===== src/rtl/cordic_nco_front_if.sv =====
// Signal bundle between the NCO front end, its control source and the CORDIC rotator inputs.
interface cordic_nco_front_if #(
  parameter int unsigned DW = 10,
  parameter int unsigned AW = 10,
  parameter int unsigned PW = 24
);
  logic          en;
  logic [PW-1:0] fw_in;
  logic          fw_wr;
  logic [AW-1:0] phoff;
  logic [DW-1:0] amp;
  logic          sync_clr;
  logic [DW-1:0] xout;
  logic [DW-1:0] yout;
  logic [AW-1:0] aout;
  logic          vout;
  logic          wrap;

  modport master (
    output en, fw_in, fw_wr, phoff, amp, sync_clr,
    input  xout, yout, aout, vout, wrap
  );

  modport slave (
    input  en, fw_in, fw_wr, phoff, amp, sync_clr,
    output xout, yout, aout, vout, wrap
  );
endinterface


===== src/rtl/cordic_nco_front.sv =====
// Phase-accumulator NCO front end: produces (x, y, angle) for a pipelined CORDIC rotator,
// folding the angle into [-pi/2, pi/2) by a pi pre-rotation (negated x).
module cordic_nco_front #(
  parameter int unsigned DW = 10,
  parameter int unsigned AW = 10,
  parameter int unsigned PW = 24
) (
  input logic               clk,
  input logic               rst_n,
  cordic_nco_front_if.slave bus
);
  localparam logic [DW-1:0] AMP_MIN  = {1'b1, {(DW-1){1'b0}}};
  localparam logic [DW-1:0] AMP_MAX  = {1'b0, {(DW-1){1'b1}}};
  localparam logic [AW-1:0] MSB_MASK = {1'b1, {(AW-1){1'b0}}};

  logic [PW-1:0] acc;
  logic [PW-1:0] fw_act;
  logic [PW-1:0] fw_pend;
  logic          pend;
  logic          w0;
  logic          w1;
  logic [AW-1:0] ph;
  logic [2:0]    vsr;
  logic [DW-1:0] xout_r;
  logic [DW-1:0] yout_r;
  logic [AW-1:0] aout_r;
  logic          wrap_r;

  logic [PW:0]   sum_c;
  logic          wrap_ev_c;
  logic          load_ok_c;
  logic          fold_c;
  logic [DW-1:0] amp_neg_c;

  // Wrap detection, fw reload permission, fold decision and saturating negate
  always_comb begin
    sum_c     = {1'b0, acc} + {1'b0, fw_act};
    wrap_ev_c = bus.en & ~bus.sync_clr & sum_c[PW];
    // an idle accumulator (fw_act == 0) never wraps, so it may take a new word at once
    load_ok_c = wrap_ev_c | (bus.en & (fw_act == '0));
    fold_c    = ph[AW-1] ^ ph[AW-2];
    amp_neg_c = (bus.amp == AMP_MIN) ? AMP_MAX : DW'(-bus.amp);
  end

  // Stage 0: phase accumulator; sync_clr overrides en and suppresses the wrap flag
  always_ff @(posedge clk or negedge rst_n) begin
    if (!rst_n) begin
      acc <= '0;
      w0  <= 1'b0;
    end else begin
      if (bus.sync_clr) begin
        acc <= '0;
      end else if (bus.en) begin
        acc <= sum_c[PW-1:0];
      end
      if (bus.en) begin
        w0 <= wrap_ev_c;
      end
    end
  end

  // Frequency word double buffer: active word only changes on a wrap
  always_ff @(posedge clk or negedge rst_n) begin
    if (!rst_n) begin
      fw_act  <= '0;
      fw_pend <= '0;
      pend    <= 1'b0;
    end else if (bus.fw_wr && load_ok_c) begin
      fw_act  <= bus.fw_in;
      fw_pend <= bus.fw_in;
      pend    <= 1'b0;
    end else if (bus.fw_wr) begin
      fw_pend <= bus.fw_in;
      pend    <= 1'b1;
    end else if (load_ok_c && pend) begin
      fw_act <= fw_pend;
      pend   <= 1'b0;
    end
  end

  // Stage 1: truncate phase and add offset
  always_ff @(posedge clk or negedge rst_n) begin
    if (!rst_n) begin
      ph <= '0;
      w1 <= 1'b0;
    end else if (bus.en) begin
      ph <= acc[PW-1 -: AW] + bus.phoff;
      w1 <= w0;
    end
  end

  // Stage 2: fold into the CORDIC convergence range; wrap is a single-cycle pulse
  always_ff @(posedge clk or negedge rst_n) begin
    if (!rst_n) begin
      aout_r <= '0;
      xout_r <= '0;
      yout_r <= '0;
      wrap_r <= 1'b0;
      vsr    <= '0;
    end else if (bus.en) begin
      aout_r <= fold_c ? (ph ^ MSB_MASK) : ph;
      xout_r <= fold_c ? amp_neg_c : bus.amp;
      yout_r <= '0;
      wrap_r <= w1;
      vsr    <= {vsr[1:0], 1'b1};
    end else begin
      wrap_r <= 1'b0;
    end
  end

  assign bus.xout = xout_r;
  assign bus.yout = yout_r;
  assign bus.aout = aout_r;
  assign bus.vout = vsr[2];
  assign bus.wrap = wrap_r;
endmodule

===== src/flat_wrapper.sv =====
// flat-port wrapper written by rule: the top's interface ports become plain ports
module cordic_nco_front_flat 
#(
  parameter int unsigned DW = 10,
  parameter int unsigned AW = 10,
  parameter int unsigned PW = 24
)
  (clk, rst_n, bus_en, bus_fw_in, bus_fw_wr, bus_phoff, bus_amp, bus_sync_clr, bus_xout, bus_yout, bus_aout, bus_vout, bus_wrap);
  cordic_nco_front_if #(.DW(DW), .AW(AW), .PW(PW)) bus_i ();
  input logic clk;
  input logic rst_n;
  input wire logic [$bits(bus_i.en)-1:0] bus_en;
  input wire logic [$bits(bus_i.fw_in)-1:0] bus_fw_in;
  input wire logic [$bits(bus_i.fw_wr)-1:0] bus_fw_wr;
  input wire logic [$bits(bus_i.phoff)-1:0] bus_phoff;
  input wire logic [$bits(bus_i.amp)-1:0] bus_amp;
  input wire logic [$bits(bus_i.sync_clr)-1:0] bus_sync_clr;
  output wire logic [$bits(bus_i.xout)-1:0] bus_xout;
  output wire logic [$bits(bus_i.yout)-1:0] bus_yout;
  output wire logic [$bits(bus_i.aout)-1:0] bus_aout;
  output wire logic [$bits(bus_i.vout)-1:0] bus_vout;
  output wire logic [$bits(bus_i.wrap)-1:0] bus_wrap;
  assign bus_i.en = bus_en;
  assign bus_i.fw_in = bus_fw_in;
  assign bus_i.fw_wr = bus_fw_wr;
  assign bus_i.phoff = bus_phoff;
  assign bus_i.amp = bus_amp;
  assign bus_i.sync_clr = bus_sync_clr;
  assign bus_xout = bus_i.xout;
  assign bus_yout = bus_i.yout;
  assign bus_aout = bus_i.aout;
  assign bus_vout = bus_i.vout;
  assign bus_wrap = bus_i.wrap;
  cordic_nco_front #(.DW(DW), .AW(AW), .PW(PW)) u_core (.clk(clk), .rst_n(rst_n), .bus(bus_i));
endmodule

===== config.mk =====
export PLATFORM = sky130hd
export DESIGN_NAME = cordic_nco_front_flat
export DESIGN_NICKNAME = d
export VERILOG_FILES = /design/src/rtl/cordic_nco_front_if.sv /design/src/rtl/cordic_nco_front.sv /design/src/flat_wrapper.sv
export SDC_FILE = /design/constraint.sdc
export NUM_CORES = 1
export LEC_CHECK = 0
export CAP_MARGIN = 25
export CORE_MARGIN = 2
export CORE_UTILIZATION = 60
export CTS_CLUSTER_DIAMETER = 60
export DETAILED_ROUTE_END_ITERATION = 8
export PLACE_DENSITY = 0.95
export SETUP_SLACK_MARGIN = 0.4
export SLEW_MARGIN = 20
export SYNTH_ARGS = -nofsm -noshare
export SYNTH_HDL_FRONTEND = slang
export SYNTH_SLANG_ARGS = --single-unit

===== constraint.sdc =====
create_clock -name clk -period 4.8 [get_ports clk]
set_clock_uncertainty 0.1 [all_clocks]
set_input_delay 0.96 -clock clk [delete_from_list [all_inputs] [get_ports clk]]
set_output_delay 0.96 -clock clk [all_outputs]
set_load 0.02 [all_outputs]

==> impl_metrics.yaml <==
critical_path:
  reg2reg_depth: 12
  critPathLaunchType: "flip-flop"
  crit_family: "compound AO/OA/AOI/OAI gates"
  crit_path_top_delay_cell: "and2_1"
  worstPathRequired_ps: 4930
  cp.arrival_ps: 4030
  path_max_fanout: 48
  crit_type: "flip-flop to flip-flop"
  path_depth: 12
  cp_common_cell: "a31o_1"
  worst_path_largest_cell_delay_ps: 810
  path_cells: "ha_1 > inv_1 > fa_1 > nor2b_1 > o31ai_1 > a31o_1 > a31o_1 > o211a_1 > o21ai_2 > buf_4 > and2_1 > o2111ai_1"
  path_buf_inv: 2
  end_kind: "flip-flop"
synth:
  synth_seq_cells: 109
  synth_top_cell_area_share_pct: 42.2
  postSynthCellCount: 672
  async_flop_share_pct: 100
  synth_area_leaders: "dfrtp_1 (42%), mux2_2 (6.8%), ha_1 (6.6%)"
  syn_area_mm2: 0.00647
  ys.warnings.count: 0
  synth_seq_area_share_pct: 42.2
  ys_types: 58
  synth.largest_area_cell: "dfrtp_1"
  synth-edff-count: 0
  avgSynthCellArea_um2: 9.63
  synth_ff_type: "dfrtp_1"
timing:
  fmax_mhz: 256
  setup_ws_ps: 892
  setup_violations: 0
  max-slew-margin-rel_pct: 37.2
  rsz0062_at_grt: "false"
  hold_viol_final: 0
  period_share_pct: 81.4
  final_max_slew_viol_count: 0
  setup_tns_ps: 0
  worst_slew_pin_slew_ps: 936
  fin_crit_ps: 3910
clock_tree:
  clock_sinks: 109
  post-cts-setup-buffers: 0
  clk_pin_slew_ps: 110
  clockBufferDepth: 2
  clk_latency_ps: 380
  htreeDepth: 3
  cts.repair.resized: 0
  cts_tree: "built"
  numCtsBuffers: 9
  hold_buffers: 0
  cts.root.buffer_cell: "clkbuf_8"
floorplan:
  start_util_pct: 62.1
  fp.dieH_um: 108
  core_mm2: 0.0104
  die_area_mm2: 0.0116
  dieWidth_um: 108
  rows: 37
  io_pins: 81
worst_hold_path:
  hold_path.class: "flip-flop to flip-flop"
  whs_path_depth: 1
pwr:
  power.switching_mw: 2.20
  p_int_mw: 2.78
  vdd_drop_max_v: 0.000357
  p_clk_share_pct: 12.8
  p_leak_nw: 3.19
  p_sw_share_pct: 44.1
  p_comb_share_pct: 55.6
  seqPwrFrac_pct: 31.5
  powerDensity_mw_per_mm2: 675
routing:
  route.detailed.drc: 0
  ant_nets: 0
  wl_um: 15300
  wire_per_inst_um: 17.8
  dr.pass1.iters: 5
  drt_iter0_drc: 489
  vias: 5418
  post_drt_via_cell_ratio: 6.30
grt:
  grt_pass1_vias: 5339
  track_usage_pct: 27.6
  gr-total-overflow: 0
  grt_max_degree: 84
  grt_pass1_wl_um: 25500
  antenna_found_initial: 0
placed_design:
  dp_hpwl_um: 10900
  pre_cts_slack_ps: 951
  gp_congestion: 0.931
  io_buffers: 70
layout:
  final_cell_mix: "dfrtp_1 (109), clkdlybuf4s50_1 (67), nand2_1 (51)"
  fin_nets: 804
  num_antenna_cells: 0
  drive_above_1_share_pct: 9.94
  fillers: 727
  syn2layout_area_growth_pct: 14.1
  final_common_cell: "dfrtp_1"
status:
  status: "finished, final reports clean"
job:
  drv_cap: 0
stage by stage:
stage | utilization (%) | hold WS, ps | cells | power [mW] | cell area, um2
after global placement | 68.6 | 344 | 844 | 4.11 | 7150
after CTS | 70.8 | 376 | 860 | 4.94 | 7380
after global routing | 70.9 | 390 | 860 | 5.33 | 7380
after detailed placement | 68.6 | 348 | 844 | 4.27 | 7150
after floorplan | - | 331 | 681 | 3.60 | 6500
final | 70.9 | 378 | 860 | 4.98 | 7380
power groups by stage:
stage,clock network [mW],registers [mW],logic (mW)
after floorplan,0,1.57,2.03
after global placement,0,1.55,2.56
after detailed placement,0,1.57,2.70
after CTS,0.648,1.56,2.73
after global routing,0.682,1.61,3.04
final,0.639,1.57,2.77
Yosys cell counts, types with 13 or more instances:
cell	count
o21ai_0	21
clkbuf_1	27
xnor2_1	21
nand2_1	51
nor2_1	48
dfrtp_1	109
o2111ai_1	25
buf_4	13
nand4_1	50
a21oi_1	38
ha_1	34
mux2_2	39
nor3_1	17
inv_1	43
final timing paths:
path	from	to	slack, ps
worst max register to register	u_core.fw_act[0]$_DFFE_PN0P_	u_core.fw_act[2]$_DFFE_PN0P_	890
worst min register to register	u_core.vsr[0]$_DFFE_PN0P_	u_core.vsr[0]$_DFFE_PN0P_	380
max in group asynchronous	rst_n	u_core.fw_act[23]$_DFFE_PN0P_	3230
min in group asynchronous	rst_n	u_core.fw_pend[4]$_DFFE_PN0P_	480
worst min-delay path	u_core.vsr[0]$_DFFE_PN0P_	u_core.vsr[0]$_DFFE_PN0P_	380
worst max-delay path	u_core.fw_act[0]$_DFFE_PN0P_	u_core.fw_act[2]$_DFFE_PN0P_	890
sequential cells by signal, summed over array words and instances (netlist names):
register / cells
u_core.w0: 1
u_core.bus.xout: 10
u_core.fw_act: 24
u_core.fw_pend: 24
u_core.vsr: 3
u_core.ph: 10
u_core.w1: 1
u_core.acc: 24
u_core.pend: 1
u_core.bus.aout: 10
u_core.bus.wrap: 1
metal layers:
metal	up-vias	global-route usage [%]	share of wire (%)	wire length [um]
li1	2519	-	-	-
met1	2631	36.2	43	6550
met2	236	46.8	49	7490
met3	32	3.51	6.1	937
met4	0	10.5	2.3	360
met5	-	0	0	0
kinds of logic (layout without fill, tap and decap cells):
kind of cell / after synthesis / after routing / share of synthesized area (%)
buffers and inverters: 94 / 137 / 6.73
and+or+nand+nor: 206 / 206 / 15.7
AOI/OAI and AO/OA: 147 / 147 / 15.7
DFF: 109 / 109 / 42.2
other: 1 / 10 / 0.0580
adders and majority gates: 36 / 36 / 7.20
muxes: 51 / 51 / 8.65
xor gates and xnor gates: 28 / 28 / 3.79
final cells by class:
type                       count  area, um2  share of cell area, %
clock buffer                  10        138                   1.86
clock inverter                 6       92.6                   1.25
inverter                      44        165                   2.24
multi-input combinational    478       3350                   45.3
sequential                   109       2730                   36.9
tap                          136        170                   2.30
timing repair buffer          77        744                   10.1
(Power assumes the default switching activity.)
